$ cat config.mk
export PLATFORM = sky130hd
export DESIGN_NAME = ber_align_ctrl
export DESIGN_NICKNAME = d
export VERILOG_FILES = /design/src/rtl/ber_align_ctrl.sv
export SDC_FILE = /design/constraint.sdc
export NUM_CORES = 1
export LEC_CHECK = 0
export BUFFER_PORTS_ARGS = -buffer_cell sky130_fd_sc_hd__buf_2
export CAP_MARGIN = 10
export CORE_ASPECT_RATIO = 1.25
export CORE_MARGIN = 2
export CORE_UTILIZATION = 31
export DETAILED_ROUTE_END_ITERATION = 16
export SETUP_SLACK_MARGIN = 0.05
export SYNTH_ARGS = -nofsm -noshare
export SYNTH_HDL_FRONTEND = slang
export SYNTH_SLANG_ARGS = --single-unit
$ cat constraint.sdc
create_clock -name clock -period 4 [get_ports clock]
set_input_delay 0.4 -clock clock [delete_from_list [all_inputs] [get_ports clock]]
set_output_delay 0.4 -clock clock [all_outputs]
set_load 0.02 [all_outputs]
$ cat src/rtl/ber_align_ctrl.sv
// Receive alignment controller: sweeps sampling offset x reference delay, locks the
// pair with the fewest window errors, then runs saturating BER counters.
// Optional feature macro BER_ALIGN_EARLY_LOCK_EN: lock on the first zero-error window.
module ber_align_ctrl #(
  parameter  int OS           = 4,
  parameter  int DELAY_MAX    = 511,
  parameter  int NB_WINDOW    = 10,
  parameter  int SETTLE_BAUDS = 4,
  parameter  int NB_COUNT     = 64,
  localparam int NB_OFF       = (OS > 1) ? $clog2(OS) : 1
) (
  input  logic                clock,
  input  logic                i_reset,
  input  logic                i_enable,
  input  logic                i_valid,
  input  logic                i_error,
  output logic [NB_OFF-1:0]   o_offset,
  output logic [8:0]          o_delay,
  output logic                o_locked,
  output logic [NB_WINDOW:0]  o_best_err,
  output logic [NB_COUNT-1:0] o_bit_count,
  output logic [NB_COUNT-1:0] o_error_count
);

  localparam int NB_SET = (SETTLE_BAUDS > 1) ? $clog2(SETTLE_BAUDS) : 1;
  localparam logic [NB_SET-1:0] SET_LAST = NB_SET'(SETTLE_BAUDS - 1);
  localparam logic [NB_OFF-1:0] OFF_LAST = NB_OFF'(OS - 1);
  localparam logic [8:0]        DLY_LAST = 9'(DELAY_MAX - 1);

  typedef enum logic [2:0] {
    S_IDLE        = 3'd0,
    S_SETTLE      = 3'd1,
    S_MEASURE     = 3'd2,
    S_NEXT        = 3'd3,
    S_LOCK_SETTLE = 3'd4,
    S_LOCK        = 3'd5
  } state_t;

  state_t                state_q, state_d;
  logic [NB_OFF-1:0]     offset_q, offset_d, best_off_q, best_off_d;
  logic [8:0]            delay_q, delay_d, best_dly_q, best_dly_d;
  logic [NB_WINDOW:0]    best_err_q, best_err_d, win_err_q, win_err_d;
  logic [NB_WINDOW-1:0]  win_cnt_q, win_cnt_d;
  logic [NB_SET-1:0]     set_cnt_q, set_cnt_d;
  logic                  locked_q, locked_d;
  logic [NB_COUNT-1:0]   bit_cnt_q, bit_cnt_d, err_cnt_q, err_cnt_d;
  logic                  last_pair_s, zero_hit_s;

  // Next-state and datapath updates; a low enable overrides everything and freezes the datapath.
  always_comb begin
    state_d     = state_q;
    offset_d    = offset_q;
    delay_d     = delay_q;
    best_off_d  = best_off_q;
    best_dly_d  = best_dly_q;
    best_err_d  = best_err_q;
    win_err_d   = win_err_q;
    win_cnt_d   = win_cnt_q;
    set_cnt_d   = set_cnt_q;
    bit_cnt_d   = bit_cnt_q;
    err_cnt_d   = err_cnt_q;
    last_pair_s = (offset_q == OFF_LAST) && (delay_q == DLY_LAST);
`ifdef BER_ALIGN_EARLY_LOCK_EN
    zero_hit_s  = (win_err_q == '0);
`else
    zero_hit_s  = 1'b0;
`endif
    if (!i_enable) begin
      state_d = S_IDLE;
    end else begin
      case (state_q)
        S_IDLE: begin
          state_d    = S_SETTLE;
          offset_d   = '0;
          delay_d    = '0;
          best_err_d = '1;
          bit_cnt_d  = '0;
          err_cnt_d  = '0;
          set_cnt_d  = '0;
        end
        S_SETTLE, S_LOCK_SETTLE: begin
          if (i_valid) begin
            if (set_cnt_q == SET_LAST) begin
              state_d   = (state_q == S_SETTLE) ? S_MEASURE : S_LOCK;
              set_cnt_d = '0;
              win_cnt_d = '0;
              win_err_d = '0;
            end else begin
              set_cnt_d = set_cnt_q + NB_SET'(1'b1);
            end
          end else begin
            set_cnt_d = set_cnt_q;
          end
        end
        S_MEASURE: begin
          if (i_valid) begin
            win_cnt_d = win_cnt_q + NB_WINDOW'(1'b1);
            win_err_d = win_err_q + (NB_WINDOW + 1)'(i_error);
            if (win_cnt_q == '1) begin
              state_d = S_NEXT;
            end else begin
              state_d = S_MEASURE;
            end
          end else begin
            win_cnt_d = win_cnt_q;
          end
        end
        S_NEXT: begin
          // Strict compare keeps the earliest pair on ties.
          if (win_err_q < best_err_q) begin
            best_err_d = win_err_q;
            best_off_d = offset_q;
            best_dly_d = delay_q;
          end else begin
            best_err_d = best_err_q;
          end
          set_cnt_d = '0;
          if (last_pair_s || zero_hit_s) begin
            state_d  = S_LOCK_SETTLE;
            offset_d = best_off_d;
            delay_d  = best_dly_d;
          end else begin
            state_d = S_SETTLE;
            if (delay_q == DLY_LAST) begin
              delay_d  = '0;
              offset_d = offset_q + NB_OFF'(1'b1);
            end else begin
              delay_d = delay_q + 9'd1;
            end
          end
        end
        S_LOCK: begin
          if (i_valid) begin
            if (bit_cnt_q != '1) begin
              bit_cnt_d = bit_cnt_q + NB_COUNT'(1'b1);
            end else begin
              bit_cnt_d = bit_cnt_q;
            end
            if (i_error && (err_cnt_q != '1)) begin
              err_cnt_d = err_cnt_q + NB_COUNT'(1'b1);
            end else begin
              err_cnt_d = err_cnt_q;
            end
          end else begin
            bit_cnt_d = bit_cnt_q;
          end
        end
        default: state_d = S_IDLE;
      endcase
    end
    locked_d = (state_d == S_LOCK);
  end

  // State and datapath registers with synchronous active-low reset.
  always_ff @(posedge clock) begin
    if (!i_reset) begin
      state_q    <= S_IDLE;
      offset_q   <= '0;
      delay_q    <= '0;
      best_off_q <= '0;
      best_dly_q <= '0;
      best_err_q <= '1;
      win_err_q  <= '0;
      win_cnt_q  <= '0;
      set_cnt_q  <= '0;
      locked_q   <= 1'b0;
      bit_cnt_q  <= '0;
      err_cnt_q  <= '0;
    end else begin
      state_q    <= state_d;
      offset_q   <= offset_d;
      delay_q    <= delay_d;
      best_off_q <= best_off_d;
      best_dly_q <= best_dly_d;
      best_err_q <= best_err_d;
      win_err_q  <= win_err_d;
      win_cnt_q  <= win_cnt_d;
      set_cnt_q  <= set_cnt_d;
      locked_q   <= locked_d;
      bit_cnt_q  <= bit_cnt_d;
      err_cnt_q  <= err_cnt_d;
    end
  end

  assign o_offset      = offset_q;
  assign o_delay       = delay_q;
  assign o_locked      = locked_q;
  assign o_best_err    = best_err_q;
  assign o_bit_count   = bit_cnt_q;
  assign o_error_count = err_cnt_q;

endmodule

After elaboration in Yosys (flattened, before gate mapping)
Cells that the tools add are included.
- input port bits: 5
- flip-flop bits (word level): 188
- output and inout port bits: 151
- muxes and demuxes: 35
- equality and inequality tests: 20
- magnitude comparators: 1
- add/subtract/negate cells: 7
- reductions and logical operators: 17
- operators by type and width (operator ; number):
    64-bit two-way mux ; 4
    64-bit one-hot mux with 2 select lines ; 2
    64-bit by 1-bit adder with 64-bit output, second input constant ; 2
    64-bit != test, second input constant ; 2
    11-bit two-way mux ; 4
    11-bit one-hot mux with 2 select lines ; 2
    10-bit two-way mux ; 3
    9-bit two-way mux ; 3
    10-bit one-hot mux with 2 select lines ; 1
    3-bit two-way mux ; 6
    9-bit one-hot mux with 2 select lines ; 1
    3-bit one-hot mux with 5 select lines ; 1
    2-bit != test, second input constant ; 7
    11-bit by 1-bit adder with 11-bit output ; 1
    11-bit less-than comparator ; 1
    10-bit by 1-bit adder with 10-bit output, second input constant ; 1
    10-bit == test, second input constant ; 1
    2-bit two-way mux ; 5
    9-bit by 1-bit adder with 9-bit output, second input constant ; 1
    3-bit == test, second input constant ; 3
    9-bit == test, second input constant ; 1
    3-bit AND reduction ; 3
    2-bit one-hot mux with 2 select lines ; 2
    4-bit AND reduction ; 2
    12 further kinds ; 21

Depth between registers and ports, before layout
Gate-level depths: netlist of run 1.
- depth after elaboration: 7
- mapped depth: 10
- depth with buffers taken out: 9

Worst setup path before layout of run 1
OpenSTA, ideal clock, no wires.
- path kind: reg-to-reg
- start: register err_cnt_q[0] (netlist: o_error_count[0])
- end: register err_cnt_q[57] (netlist: o_error_count[57])
- arrival time: 2.388 ns
- path buffers: 2
- library setup time: 0.132 ns
- period minus slack after synthesis: 2.520 ns
- required time: 3.868 ns
- stages on the path, launching flop included: 11
- setup slack: 1.480 ns
- cells stage by stage: dfxtp_1 -> ha_1 -> nand3_1 -> nor4_1 -> nand4_1 -> buf_4 -> o21ai_2 -> buf_2 -> nor2_1 -> o21ai_0 -> o21ai_0
- cells in the longest elaborated chain, start to end: 4
- elaborated cells on any way between the ends: 8
- classes of those cells: add/sub: 1; eq/ne: 2; mux: 3; reduce/logical: 2
- ends and longest elaborated chain (what ; RTL line ; source):
    from (decl) ; 46 ; logic [NB_COUNT-1:0] bit_cnt_q, bit_cnt_d, err_cnt_q, err_cnt_d;
    from (signal assigned) ; 181 ; err_cnt_q <= err_cnt_d;
    64-bit by 1-bit adder with 64-bit output / 64-bit != test (equally long branches) ; 140, 139 ;
    64-bit two-way mux / 1-bit logical AND (equally long branches) ; 139 ; if (i_error && (err_cnt_q != '1)) begin
    64-bit two-way mux / 2-bit != test (equally long branches) ; n/a ;
    64-bit one-hot mux with 2 select lines / 4-bit AND reduction (equally long branches) ; n/a ;
Parallel ways exist; a longest one is shown, timed or not. The select of a mux whose other input is x is not followed.
A chain may end at the register's enable or synchronous reset.

Worst setup path after layout of run 1
- start: register err_cnt_q[0] (netlist: o_error_count[0])
- end: register err_cnt_q[13] (netlist: o_error_count[13])
Same word-level chain as after synthesis.

==> results of run 1 <==
==> path summary, 6_finish.rpt <==
check                   startpoint                end  slack [ns]
setup / recovery  o_error_count[0]  o_error_count[13]        0.53
hold / removal            i_enable         state_q[0]        0.31
setup reg to reg  o_error_count[0]  o_error_count[13]        0.53
hold reg to reg      best_dly_q[1]      best_dly_q[1]        0.46
==> sequential cells by signal (all words and copies together), names as in the netlist, 3 cells and up <==
signal,flops
win_cnt_q,10
o_delay,9
o_best_err,11
state_q,3
o_bit_count,64
win_err_q,11
o_error_count,64
best_dly_q,9
==> Yosys cell counts, types with 17 or more instances <==
master    count
nor2_1      162
a21oi_1      53
xor2_1       56
and4_1       18
dfxtp_1     188
ha_1         19
inv_1        24
clkbuf_1     43
or3_1        17
and3_1       31
nand4_1      60
o21ai_0     115
nand3_1      88
a31oi_1      24
nor3_1       43
xnor2_1      25
nand2_1      93
==> worst max-delay path, cell delays in order, from the launching register on <==
cell     delay (ns)
dfxtp_1        0.43
ha_1           0.28
nand3_1        0.17
nor4_1         0.59
nand4_1        0.66
o21a_4         0.52
nor2_4         0.46
o21ai_0        0.18
o31ai_1        0.09
==> where the power goes <==
group / switching (mW) / internal [mW] / leakage, nW
combinational: 0.0851 / 0.0268 / 2.63
clock: 0.820 / 0.842 / 0.267
sequential: 0.00374 / 1.87 / 1.51
==> metal layers <==
layer  share of wire (%)  up-vias  routed length (um)  GRT usage, %
met1                  43     4610               13000          22.3
li1                    -     4708                   -             -
met5                   0        -                   0             0
met3                 5.3       37                1590          3.62
met2                  49      277               14900          31.2
met4                 2.2        0                 669          6.89
==> area by class of cell <==
class | count | area share, %
clock buffers | 19 | 3.92
diodes | 1 | 0.0217
repair buffers | 175 | 8.12
clock inverters | 13 | 0.920
flip-flops and latches | 188 | 32.6
well taps | 407 | 4.41
inverters | 24 | 0.780
multi-input cells | 952 | 49.3
==> logic make-up (layout without fill, tap and decap cells) <==
kind of cell | Yosys count | in the layout
flops | 188 | 188
xor+xnor | 81 | 81
fa+ha+maj | 19 | 19
other cells | 0 | 1
mux | 6 | 6
simple gates | 592 | 592
buf+inv | 83 | 231
compound gates | 254 | 254
==> metrics, run 1 <==
Pre-antenna DRT Iters=5; Synth Flop Type=dfxtp_1; syn_nets=1247; WHS Path Cells=3; max-slew headroom at the worst pin=41.3%; I/O Buffers=155; CTS clock-pin slew for the worst setup and hold paths=0.08 ns; post-route ant nets=0; Post-Layout Cell Count=1779; drt drc=0; initial antenna violation count=1; std cell rows=72; Post-DP Area=0.0110 mm^2; global-route wire length before repair=48200 um; Die Area=0.0330 mm^2; Slew @ Worst Pin=0.874 ns; fin crit share=86.8%; multiplexer share of the synthesized area=0.626%; Final Hold Vio Count=0; hold_ws=0.309 ns; adder-cell area share of the yosys netlist=2.43%; GRT Overall Usage=18.2%; pwr dens=316 mW/mm^2; clk root buf=clkbuf_16; Max-cap violations=0; CTS H-tree depth=4; simple-gate area share of the yosys netlist=31.7%; post-DP HPWL=21400 um; CTS tree=built; Longest Clk Path Bufs=2; Static Leak=4.42 nW; synthesis-to-finish area growth=18.0%; Tmin final=3.47 ns; share of cells above drive strength 1=17.7%; Placeable Area=0.0310 mm^2; crit-path max FO=22; largest net degree at the start of global routing=41; biggest area consumer among synthesized cells=dfxtp_1; leading cell type in the layout, fill and taps excluded=dfxtp_1; Setup TNS=0 ns; post-CTS resize count=0; 1st-iter DRT viols=636; Fmax achieved=288 MHz; Vias=9632; clock skew=0.0147 ns; largest family of logic cells by synthesized area=simple AND/OR/NAND/NOR gates; area occupied by multi-input gates=0.00569 mm^2; total grt overflow=0; synthesized flop and latch total=188; register area=0.00376 mm^2; die width=163 um; routed wire length=30100 um; die height=203 um; Worst-Skew Late Latency=0.46 ns; synth warn=0; worst slack, placed=0.635 ns; register area share after synthesis=38.4%; initial core utilization=31.6%; total power=3.65 mW; Cells after Synth=1223; dominant cells by area after synthesis=dfxtp_1 38%, nor2_1 6.2%, o21ai_0 5.9%, xor2_1 5.0%, nand3_1 4.5%; most frequent cells in the layout=188 x dfxtp_1, 162 x nor2_1, 155 x buf_2; Post-synth EDFFs=0; DR WL/cell=16.9 um; CP arrival=3.84 ns; Worst Reg2Reg Path Length in Cells=8; post-synthesis xor/xnor area fraction=7.25%; Fillers=3295; I/O pin count=156; RSZ-0062 raised after global routing=false; final setup fails=0; Syn Area/Cell=8.00 um^2; top-area cell type share of the netlist area=38.4%; FFs w/ async S/R, synth=0%; Hold Buf Count CTS=0; clock sinks=188; final instance area=0.0116 mm^2; setup ws final=0.528 ns; TritonCTS buffer count=17; Worst Setup Path Type=flop to flop; placed cell count=1746; Slew Viols, Final=0; VDD IR max=0.000252 V; status=complete, no violations; critical path required time=4.37 ns; Startpoint Class=flop; Final Util=37.3%; Post-CTS Setup Repair Bufs=0; Unique masters post-synth=77; post-synthesis compound-gate area fraction=16.0%; gp weighted congestion=0.840; routed vias/inst=5.41; kind of end point of the critical path=flop; hold crit path type=primary input to flop; mapped cell area=0.00979 mm^2; vias in the first global route=8947; final-stage net count=1382
(Power assumes the default switching activity.)
==> run 2, diff against run 1 <==
==> constraint.sdc (replaced) <==
create_clock -name clock -period 3.5 [get_ports clock]
set_input_delay 0.35 -clock clock [delete_from_list [all_inputs] [get_ports clock]]
set_output_delay 0.35 -clock clock [all_outputs]
set_load 0.02 [all_outputs]
==> metrics, run 2 (synthesized netlist as in run 1, its figures left out) <==
status=complete, no violations; share of cells above drive strength 1=17.8% (+0.060 points); Worst Setup Path Type=flop to flop; most frequent cells in the layout=188 x dfxtp_1, 162 x nor2_1, 155 x buf_2; GRT Overall Usage=18.0% (-0.20 points); fin crit share=89.5% (+2.7 points); total grt overflow=0 (unchanged); Slew @ Worst Pin=0.809 ns (-0.0651 ns); total power=4.41 mW (+21%); clk root buf=clkbuf_16; VDD IR max=0.000271 V (+7.7%); global-route wire length before repair=47700 um (-1.1%); kind of end point of the critical path=flop; Reg2Reg Setup Slack=0.37 ns (-0.16 ns); final setup fails=0 (unchanged); Worst Reg2Reg Path Length in Cells=7 (-1); pwr dens=379 mW/mm^2 (+20%); CTS tree=built; RSZ-0062 raised after global routing=false; Fillers=3262 (-1.0%); final instance area=0.0116 mm^2 (+0.77%); Post-CTS Setup Repair Bufs=0 (unchanged); initial antenna violation count=2 (+1); largest net degree at the start of global routing=45 (+9.8%); gp weighted congestion=0.860 (+2.3%); leading cell type in the layout, fill and taps excluded=dfxtp_1; routed wire length=29800 um (-1.1%); hold crit path type=primary input to flop; post-route ant nets=0 (unchanged); Post-Layout Cell Count=1780 (+0.056%); Setup TNS=0 ns (unchanged); crit-path max FO=26 (+18%); Final Hold Vio Count=0 (unchanged); max-slew headroom at the worst pin=46.0% (+4.8 points); CP Cell Sequence=nand3b_1 > nor4_1 > and3_1 > nand4_2 > nand2_1 > o21ai_0 > a21oi_1; 1st-iter DRT viols=594 (-6.6%); register area=0.00376 mm^2 (unchanged); post-DP HPWL=21400 um (about the same); initial core utilization=31.6% (unchanged); CTS clock-pin slew for the worst setup and hold paths=0.07 ns (about the same); Post-DP Area=0.0110 mm^2 (about the same); Fmax achieved=319 MHz (+11%); setup ws final=0.369 ns (-0.159 ns); worst slack, placed=0.401 ns (-0.234 ns); CP arrival=3.50 ns (-0.34 ns); clock sinks=188 (unchanged); area occupied by multi-input gates=0.00569 mm^2 (unchanged); I/O pin count=156 (unchanged); drt drc=0 (unchanged); Worst-Skew Late Latency=0.45 ns (about the same); hold_ws=0.252 ns (-0.0570 ns); Hold Buf Count CTS=0 (unchanged); Max Used Layer=met4; synthesis-to-finish area growth=18.9%; I/O Buffers=155 (unchanged); clock skew=0.0203 ns (+0.00554 ns); vias in the first global route=8984 (+0.41%); Max-cap violations=0 (unchanged); die width=163 um (unchanged); Placeable Area=0.0310 mm^2 (unchanged); Vias=9554 (-0.81%); reg2reg end=o_bit_count[2]; CP max stage cell=dfxtp_1; placed cell count=1749 (+0.17%); WL met2=14500 um (-2.5%); Pre-antenna DRT Iters=5 (unchanged); std cell rows=72 (unchanged); Die Area=0.0330 mm^2 (unchanged); met3 WL=1390 um (-13%); die height=203 um (unchanged); Static Leak=4.46 nW (+1.1%); Longest Clk Path Bufs=2 (unchanged); Max stage delay on crit path=0.66 ns (about the same); Final Util=37.6% (+0.29 points); Tmin final=3.13 ns (-0.341 ns); crit path launch=state_q[2]; TritonCTS buffer count=17 (unchanged); r2r startpoint=state_q[2]; critical path required time=3.87 ns (-0.50 ns); final-stage net count=1385 (+0.22%); Slew Viols, Final=0 (unchanged); routed vias/inst=5.37 (-0.87%); DR WL/cell=16.7 um (-1.2%); CTS H-tree depth=4 (unchanged); worst setup path end=o_bit_count[2]; metal1 wirelength=13100 um (+0.65%); Startpoint Class=flop; post-CTS resize count=0 (unchanged)
[run 2: worst min path at each step]
stage / from / end / slack, ns / depth (start not counted)
after global routing: i_enable / state_q[1] / 0.25 / 3
after floorplan: best_dly_q[3] / best_dly_q[3] / 0.43 / 2
after CTS: i_enable / state_q[0] / 0.23 / 3
final: i_enable / state_q[1] / 0.25 / 3
after global placement: best_dly_q[7] / best_dly_q[7] / 0.44 / 2
after detailed placement: best_dly_q[3] / best_dly_q[3] / 0.45 / 2
[run 2: worst max-delay path, delay by kind of cell (launching register included)]
family	cells	cell delay, ns
and+or+nand+nor	5	2.12
DFF	1	0.66
AOI/OAI and AO/OA	2	0.28
[run 2: metal layers]
metal,GRT usage [%],vias to the layer above
li1,-,4708
met3,3.21,64
met4,7.05,0
met1,22.5,4525
met2,30.5,257
met5,0,-
[run 2: where the power goes]
part	total, mW	switching, mW	internal (mW)	leakage, nW
logic	0.123	0.0952	0.0280	2.65
clock network	2.15	0.879	1.27	0.302
registers	2.14	0.00421	2.14	1.51
[run 2: final cells by class]
cell class,count,area share (%)
Multi-Input combinational cell,952,48.9
Sequential cell,188,32.3
Timing Repair Buffer,178,8.15
Tap cell,407,4.37
Clock buffer,17,3.65
Clock inverter,13,1.83
Inverter,24,0.774
Antenna cell,1,0.0215
==> run 3, diff against run 2 <==
--- a/config.mk
+++ b/config.mk
@@ -9,7 +9,7 @@
 export CAP_MARGIN = 10
 export CORE_ASPECT_RATIO = 1.25
 export CORE_MARGIN = 2
-export CORE_UTILIZATION = 31
+export CORE_UTILIZATION = 40
 export DETAILED_ROUTE_END_ITERATION = 16
 export SETUP_SLACK_MARGIN = 0.05
 export SYNTH_ARGS = -nofsm -noshare
==> metrics, run 3 (synthesized netlist as in run 1, its figures left out) <==
status=complete, no violations; I/O pin count=156 (unchanged); CP Cell Sequence=nand3b_1 > nor4_1 > and3_1 > nand4_2 > nand2_1 > o21ai_0 > a21oi_1; Placeable Area=0.0243 mm^2 (-22%); Die Area=0.0257 mm^2 (-22%); kind of end point of the critical path=flop; global-route wire length before repair=46100 um (-3.2%); CTS H-tree depth=4 (unchanged); die height=179 um (-12%); initial antenna violation count=0 (-2); crit-path max FO=26 (unchanged); Slew Viols, Final=0 (unchanged); Setup TNS=0 ns (unchanged); GRT Overall Usage=22.4% (+4.4 points); max-slew headroom at the worst pin=38.2% (-7.8 points); final setup fails=0 (unchanged); CTS tree=built; Tmin final=3.06 ns (-0.0739 ns); post-route ant nets=0 (unchanged); vias in the first global route=8825 (-1.8%); clock skew=0.0177 ns (-0.00253 ns); std cell rows=64 (-11%); routed wire length=28500 um (-4.1%); hold crit path type=primary input to flop; worst slack, placed=0.440 ns (+0.0385 ns); Max stage delay on crit path=0.64 ns (-0.02 ns); Reg2Reg Setup Slack=0.44 ns (+0.07 ns); Vias=9541 (-0.14%); hold_ws=0.267 ns (+0.0151 ns); TritonCTS buffer count=17 (unchanged); fin crit share=87.4% (-2.1 points); most frequent cells in the layout=188 x dfxtp_1, 162 x nor2_1, 155 x buf_2; setup ws final=0.443 ns (+0.0739 ns); Startpoint Class=flop; Hold Buf Count CTS=0 (unchanged); Max-cap violations=0 (unchanged); post-DP HPWL=20300 um (-5.2%); clk root buf=clkbuf_16; CP arrival=3.43 ns (-0.07 ns); CTS clock-pin slew for the worst setup and hold paths=0.07 ns (about the same); CP max stage cell=nand4_2; total grt overflow=0 (unchanged); Worst-Skew Late Latency=0.45 ns (about the same); placed cell count=1672 (-4.4%); CP Depth=7 (unchanged); DR WL/cell=16.7 um (+0.13%); synthesis-to-finish area growth=17.9%; pwr dens=373 mW/mm^2 (-1.6%); drt drc=0 (unchanged); CP delay by family, top=simple AND/OR/NAND/NOR gates; critical path required time=3.87 ns (about the same); gp weighted congestion=0.850 (-1.1%); Post-Layout Cell Count=1704 (-4.3%); largest net degree at the start of global routing=34 (-24%); Pre-antenna DRT Iters=5 (unchanged); routed vias/inst=5.60 (+4.3%); RSZ-0062 raised after global routing=false; share of cells above drive strength 1=17.8% (about the same); Crit path buffers/inverters=0 (unchanged); die width=144 um (-12%); Longest Clk Path Bufs=2 (unchanged); post-CTS resize count=0 (unchanged); initial core utilization=40.3% (+8.8 points); Slew @ Worst Pin=0.926 ns (+0.117 ns); leading cell type in the layout, fill and taps excluded=dfxtp_1; clock sinks=188 (unchanged); Fmax achieved=327 MHz (+2.4%); I/O Buffers=155 (unchanged); final-stage net count=1385 (unchanged); Static Leak=4.46 nW (-0.14%); 1st-iter DRT viols=605 (+1.9%); Worst Setup Path Type=flop to flop; Worst Reg2Reg Path Length in Cells=7 (unchanged); Post-CTS Setup Repair Bufs=0 (unchanged); WHS Path Cells=3 (unchanged); VDD IR max=0.000346 V (+28%); Final Hold Vio Count=0 (unchanged)
[run 3: worst reg2reg max path: stages (launching register included)]
cell,delay (ns)
dfxtp_1,0.60
nand3b_1,0.33
nor4_1,0.37
and3_1,0.40
nand4_2,0.64
nand2_1,0.37
o21ai_0,0.13
a21oi_1,0.15
[run 3: layer usage]
metal	wire (um)	global-route usage, %
met3	1380	3.47
met4	948	9.84
met1	12600	28.9
met5	0	0
met2	13600	36.9
[run 3: path summary, 6_finish.rpt]
| path | start | to |
|---|---|---|
| max | state_q[0] | o_bit_count[2] |
| min | i_enable | state_q[0] |
| max reg2reg | state_q[0] | o_bit_count[2] |
| min reg2reg | best_dly_q[5] | best_dly_q[5] |
[run 3: power by group]
group          switching, mW  internal [mW]
clock network          0.882           1.15
registers            0.00416           2.14
logic                 0.0966         0.0315
[run 3: per-stage QoR]
stage | cell area [um^2] | power [mW] | utilization [%]
after floorplan | 9790 | 2.28 | -
after global placement | 10900 | 2.32 | 45.1
after detailed placement | 10900 | 2.32 | 45.1
after CTS | 11500 | 4.35 | 47.5
after global routing | 11500 | 4.44 | 47.5
final | 11500 | 4.30 | 47.6
[run 3: area by class of cell]
cell class	count	area, um^2
Timing Repair Buffer	178	973
Sequential cell	188	3760
Multi-Input combinational cell	952	5690
Fill cell	2408	12700
Inverter	24	90.1
Clock buffer	19	443
Clock inverter	12	161
Tap cell	330	413
Antenna cell	1	2.50
